### config.mk
export PLATFORM = sky130hd
export DESIGN_NAME = i2s_tx
export DESIGN_NICKNAME = d
export VERILOG_FILES = /design/src/rtl/i2s_tx_pkg.sv /design/src/rtl/i2s_tx_clkgen.sv /design/src/rtl/i2s_tx.sv
export SDC_FILE = /design/constraint.sdc
export NUM_CORES = 1
export LEC_CHECK = 0
export CORE_MARGIN = 3
export CORE_UTILIZATION = 45
export CTS_CLUSTER_SIZE = 25
export DETAILED_ROUTE_END_ITERATION = 6
export PLACE_DENSITY = 0.69
export SYNTH_ARGS = -nofsm -noshare
export SYNTH_HDL_FRONTEND = slang
export SYNTH_SLANG_ARGS = --single-unit
### constraint.sdc
create_clock -name clk -period 1.9 [get_ports clk]
set_input_delay 0.19 -clock clk [delete_from_list [all_inputs] [get_ports clk]]
set_output_delay 0.19 -clock clk [all_outputs]
set_load 0.01 [all_outputs]
### src/rtl/i2s_tx_pkg.sv
// Shared definitions for the I2S transmitter: default geometry and the
// word-select encoding.
package i2s_tx_pkg;

  localparam int DEF_SAMPLE_WIDTH = 16;
  localparam int DEF_BCLK_DIV     = 4;

  // Word-select levels on i2s_lrclk.
  localparam logic LRCLK_LEFT  = 1'b0;
  localparam logic LRCLK_RIGHT = 1'b1;

endpackage

### src/rtl/i2s_tx_clkgen.sv
// Bit-clock generator: divides the core clock down to BCLK and flags the
// core-clock edge on which BCLK falls.
module i2s_tx_clkgen #(
  parameter int BCLK_DIV = 4
) (
  input  logic clk,
  input  logic rst_n,
  output logic bclk,
  output logic fall_evt
);

  localparam int CW = (BCLK_DIV > 1) ? $clog2(BCLK_DIV) : 1;
  localparam logic [CW-1:0] CNT_LAST = CW'(BCLK_DIV - 1);

  logic [CW-1:0] div_cnt;
  logic          half_done;

  assign half_done = (div_cnt == CNT_LAST);

  // High during the cycle whose closing edge takes bclk from 1 to 0, so the
  // consumer updates its registers on that same edge.
  assign fall_evt = half_done && bclk;

  // Half-period counter; bclk toggles each time it wraps.
  always_ff @(posedge clk or negedge rst_n) begin
    if (!rst_n) begin
      div_cnt <= '0;
      bclk    <= 1'b0;
    end else if (half_done) begin
      div_cnt <= '0;
      bclk    <= ~bclk;
    end else begin
      div_cnt <= div_cnt + CW'(1);
    end
  end

endmodule

### src/rtl/i2s_tx.sv
// I2S master transmitter. Serialises one left/right PCM pair per frame,
// MSB first with the standard one-BCLK delay after word-select changes.
//
// Handshake: a pair transfers on a clk edge where in_valid && in_ready.
// in_ready is a registered "holding buffer empty" flag; it drops the cycle
// after a transfer and rises again on the falling-BCLK edge that moves the
// held pair into the shift register (frame position 0). in_left/in_right
// are sampled only on transfer.
module i2s_tx
  import i2s_tx_pkg::*;
#(
  parameter int SAMPLE_WIDTH = DEF_SAMPLE_WIDTH,
  parameter int BCLK_DIV     = DEF_BCLK_DIV
) (
  input  logic                    clk,
  input  logic                    RST,
  input  logic [SAMPLE_WIDTH-1:0] in_left,
  input  logic [SAMPLE_WIDTH-1:0] in_right,
  input  logic                    in_valid,
  output logic                    in_ready,
  output logic                    i2s_bclk,
  output logic                    i2s_lrclk,
  output logic                    i2s_sdata,
  output logic                    underrun
);

  localparam int FW = 2 * SAMPLE_WIDTH;
  localparam int PW = $clog2(FW);
  localparam logic [PW-1:0] POS_LAST  = PW'(FW - 1);
  localparam logic [PW-1:0] POS_RIGHT = PW'(SAMPLE_WIDTH);

  logic                    fall_evt;
  logic [PW-1:0]           pos;
  logic [PW-1:0]           pos_nxt;
  logic [FW-1:0]           shreg;
  logic [SAMPLE_WIDTH-1:0] held_left;
  logic [SAMPLE_WIDTH-1:0] held_right;
  logic                    frame_load;
  logic                    accept;

  i2s_tx_clkgen #(
    .BCLK_DIV (BCLK_DIV)
  ) u_clkgen (
    .clk      (clk),
    .rst_n    (RST),
    .bclk     (i2s_bclk),
    .fall_evt (fall_evt)
  );

  assign pos_nxt    = (pos == POS_LAST) ? '0 : pos + PW'(1);
  assign frame_load = fall_evt && (pos_nxt == '0);
  assign accept     = in_valid && in_ready;

  // Serial side: frame position, word select, data shift-out and frame load.
  // The bit shifted out at position 0 is the previous frame's right LSB,
  // which is what produces the one-BCLK delay.
  always_ff @(posedge clk or negedge RST) begin
    if (!RST) begin
      pos       <= POS_LAST;
      i2s_lrclk <= LRCLK_RIGHT;
      i2s_sdata <= 1'b0;
      shreg     <= '0;
      underrun  <= 1'b0;
    end else begin
      underrun <= 1'b0;
      if (fall_evt) begin
        pos       <= pos_nxt;
        i2s_lrclk <= (pos_nxt >= POS_RIGHT) ? LRCLK_RIGHT : LRCLK_LEFT;
        i2s_sdata <= shreg[FW-1];
        if (frame_load) begin
          // An empty buffer sends a silent frame and flags the underrun.
          shreg    <= in_ready ? '0 : {held_left, held_right};
          underrun <= in_ready;
        end else begin
          shreg <= {shreg[FW-2:0], 1'b0};
        end
      end
    end
  end

  // Holding buffer. A transfer on the same edge as a frame load sees the
  // buffer as empty for that load and waits for the next frame.
  always_ff @(posedge clk or negedge RST) begin
    if (!RST) begin
      in_ready   <= 1'b1;
      held_left  <= '0;
      held_right <= '0;
    end else if (frame_load && !in_ready) begin
      in_ready <= 1'b1;
    end else if (accept) begin
      held_left  <= in_left;
      held_right <= in_right;
      in_ready   <= 1'b0;
    end
  end

endmodule

==> results.md, run 1 <==
Run status:
- The flow ran to the end, but the final reports show violations.
- The checks that failed: setup timing.

Global route:
- In the global route stage, overall resource usage came out at 15.0%.
- The wire length of the first global-routing pass is 10.1 mm.
- Entering global routing, the biggest net connects 57 pins.
- The number of antenna violations at the first check in global routing is 0.
- The number of global-route vias before repair came to 2123.
- The total congestion overflow after global routing is 0.

Die:
- For this configuration, the core starts out at a cell density of 48.1%.
- After floorplanning, the core was sized to cover 7020 sq um.
- The number of ports placed on the die boundary is 40.
- The overall die area is 8590 sq um.
- From left edge to right edge, the die measures 92.7 um.
- The vertical die dimension is 92.7 um.
- The floorplan has 30 rows.

Layout:
- The cell area after layout is 4250 sq um.
- The number of diodes added for antenna fixing is 0.
- The share of final-layout standard cells stronger than drive strength 1 is 15.5%.
- The area growth from synthesis to layout is 25.6%.
- The sequential cell area is 1910 sq um.
- In the final layout, the multi-input gates occupy 1390 sq um.
- After the last flow step, the layout net total stands at 343.
- After filler insertion, the fill cell instance count of the layout stands at 591.

Power and ir drop:
- The static leakage is 2.10 nW.
- The switching power of the nets is 0.681 mW.
- The peak supply drop is 0.537 mV.
- The net switching fraction of the power is 21.0%.
- The internal power is 2.56 mW.
- The share of power burned in registers is 52.6%.
- The relative contribution of the clock network to total power is 42.0%.
- The completed layout was analyzed and its total power is 3.25 mW.
- Combinational cells account for 5.4% of the total power.
- The power per unit of standard cell area is 765 nW/um^2.

Timing:
- Timing would allow up to 0.493 GHz.
- At the pin with the least slew margin, the transition time is 0.684 ns.
- The final worst-path cycle share is 107%.
- The total count of hold-check failures in the final report is 0.
- Between clock sinks in the finished design, the worst skew comes to 0.00689 ns.
- The number of setup violations in the final report is 34.
- The number of max-slew violations in the final report is 0.
- Counting I/O delays and the setup requirement, the final critical path takes 2.03 ns.
- The max-slew headroom at the worst pin is 54.4%.
- Hold is met by 0.426 ns.
- The final worst setup slack is -0.126 ns.
- Setup repair after global routing could not meet its margin everywhere.
- Summed over all failing endpoints, the final setup total negative slack is -2.57 ns.

Drt:
- The count of vias placed by the detailed router is 2003.
- Once detail routing completed, the nets flagged for antenna violations numbered 0.
- The first detailed-routing pass took 4 iterations.
- The starting DRC count in detailed routing is 62.
- The wire length reported by the detailed router is 5.72 mm.
- After detailed routing, the number of vias per cell comes to 4.95.
- The total DRC errors in the routed layout is 0.
- Dividing the detail-routed wire length by the instance count gives 14.1 um.

Worst setup path:
- Counting both buffers and inverters, the worst setup path holds a total of 1.
- The startpoint of the lowest-slack register-to-register path is pos[1].
- The delay contributed by the slowest stage of the critical path is 0.56 ns.
- The cell with the largest stage delay on the worst path is dfstp_2.
- The critical path goes through ha_4 -> and3_4 -> ha_4 -> nor2b_1 -> mux2i_1 -> o211a_4 -> clkbuf_16 -> mux2i_1.
- The path type of the worst setup path is flop to flop.
- The kind of cell with the highest combined delay along the critical path is flip-flops.
- The startpoint type of the worst setup path is a flop.
- The maximum fanout encountered on the critical timing path is 9.
- STA classifies the critical path endpoint as a flop.
- Data arrives at the worst endpoint at 2.29 ns.
- At the worst endpoint, the required time is 2.16 ns.
- The critical path startpoint is pos[1].

Placement:
- The congestion estimate from routability-driven global placement came to 0.730.
- The count of buffers added on input and output ports is 39.
- Summed over all nets, the half-perimeter wirelength after detailed placement is 3.80 mm.
- In this run the cell area measured after placement is 3950 sq um.
- The pre-CTS setup slack is -0.0675 ns.

Logic synthesis:
- The number of nets produced by synthesis is 291.
- Sorting the synthesized cells by area gives the leading types as dfrtp_1 51%, mux2i_1 19%, mux2_1 11%, dfstp_2 5.4%, nand2_1 4.3%.
- The synthesized flop and latch total is 76.
- Averaged over all synthesized cells, the footprint is 13.4 sq um.
- The number of warnings reported in the yosys synthesis log is 0.
- The summed instance area of the synthesized netlist is 3380 sq um.
- The largest total area in the synthesized netlist belongs to dfrtp_1.
- The synthesized design devotes to its leading area cell type 51.1% of total area.
- The cell count after synthesis came out at 252.
- The number of distinct library cells after synthesis is 29.
- Yosys mapped a number of flops with a built-in enable equal to 0.
- The most used flip-flop cell after synthesis is dfrtp_1.
- Of all flip-flops after synthesis, the portion carrying an async set or reset was 100%.
- For this run, the register share of the synthesized area comes to 56.5%.

Clocking:
- The total CTS buffers is 9.
- CTS built an H-tree with a depth of 3.
- The clock passes through at most 2 buffers.
- The clock latency on the worst-skew pair is 0.34 ns.
- The tree is rooted in a clkbuf_8.
- TritonCTS built the clock tree.
- Clock tree synthesis found a total of 76 sinks.
- Clock-pin slew was measured on the worst setup and hold paths at 0.08 ns.

Run:
- The count of max-cap constraint violations is 0.

Min path:
- The worst hold path belongs to the class primary input to async pin.
-- worst reg2reg max path: stages, from the launching register on --
cell	delay, ns
dfstp_2	0.56
ha_4	0.14
and3_4	0.18
ha_4	0.14
nor2b_1	0.04
mux2i_1	0.22
o211a_4	0.29
clkbuf_16	0.19
mux2i_1	0.20
-- routing by layer --
layer / track usage [%] / up-vias / part of all wire [%]
met5: 0 / - / 0
met1: 19.6 / 993 / 46
met4: 4.40 / 0 / 1.2
met2: 23.6 / 28 / 49
met3: 5.20 / 7 / 3.9
li1: - / 975 / -
-- sequential cells by signal, summed over array words and instances, names as in the netlist --
name,count
shreg,32
held_left,16
held_right,16
pos,5
u_clkgen.div_cnt,2
i2s_lrclk,1
i2s_sdata,1
in_ready,1
u_clkgen.bclk,1
underrun,1
-- cell usage after synthesis (2+ instances only) --
cell type   n
dfstp_2     7
nor2_1      4
buf_2       6
buf_12      3
mux2i_1    63
clkbuf_1    3
nand2_1    39
o21ai_0     3
ha_1        4
dfrtp_1    69
mux2_1     32
mux2_2      2
-- path summary, 6_finish.rpt --
kind	cells after the start	slack, ns	end
max in group asynchronous	3	0.83	held_right[14]
min in group clk	1	0.43	u_clkgen.div_cnt[0]
max	8	-0.13	shreg[24]
max reg2reg	8	-0.13	shreg[24]
min reg2reg	1	0.43	u_clkgen.div_cnt[0]
min	2	0.43	u_clkgen.bclk
-- what timing repair did --
item                                   in CTS  in global routing
setup endpoints to repair                  33                 34
gates cloned                                0                  2
hold buffers                                1                  0
pin swaps                                   0                  1
buffers inserted                            0                  0
resized for setup                           0                  1
endpoints found under the hold margin      47                  0
-- through the flow --
| step | std cells | utilization (%) |
|---|---|---|
| floorplan | 252 | - |
| global placement | 386 | 56.3 |
| detailed placement | 386 | 56.3 |
| CTS | 403 | 59.7 |
| global route | 405 | 60.5 |
| finish | 405 | 60.5 |
-- cell families (layout without fill, tap and decap cells) --
kind of cell               after synthesis  after routing  synth area share, %
muxes                                   97             97                 30.0
AOI/OAI and AO/OA                        7              7                 1.41
xor gates and xnor gates                 2              2                0.518
buffers and inverters                   15             72                 3.55
adders and majority gates                4              4                 1.48
DFF                                     76             76                 56.5
and+or+nand+nor                         51             51                 6.52
-- cell type report --
class | instances | area share [%]
sequential | 76 | 45.0
multi-input combinational | 161 | 32.7
timing repair buffer | 55 | 14.0
clock buffer | 11 | 3.33
tap | 96 | 2.83
clock inverter | 5 | 2.00
inverter | 1 | 0.0884
-- cell usage in the layout (no fill, tap or decap), types with 2 or more instances in the layout --
cell	Yosys	layout
buf_4	0	10
clkinv_4	0	2
buf_12	3	4
clkbuf_16	0	2
bufinv_16	0	2
ha_4	0	2
dfstp_2	7	7
nand2_1	39	38
nor2_1	4	4
clkbuf_8	0	10
clkdlybuf4s50_1	0	38
o21ai_0	3	3
mux2_1	32	32
ha_1	4	2
mux2i_1	63	63
mux2_2	2	2
dfrtp_1	69	69
-- power groups by stage --
stage	Sequential, mW	Combinational, mW	Clock (mW)
after global routing	1.71	0.200	1.48
final	1.71	0.175	1.36
after global placement	1.74	0.177	0
after CTS	1.71	0.182	1.40
after detailed placement	1.74	0.179	0
after floorplan	1.73	0.0647	0
No activity file was read; power rests on OpenSTA's default activity.
==> inputs of run 2 (changes only) <==
Settings changed: SLEW_MARGIN from default to 20.
==> results of run 2 <==
Same layout as run 1: the final DEF is identical, and so are final timing and power.
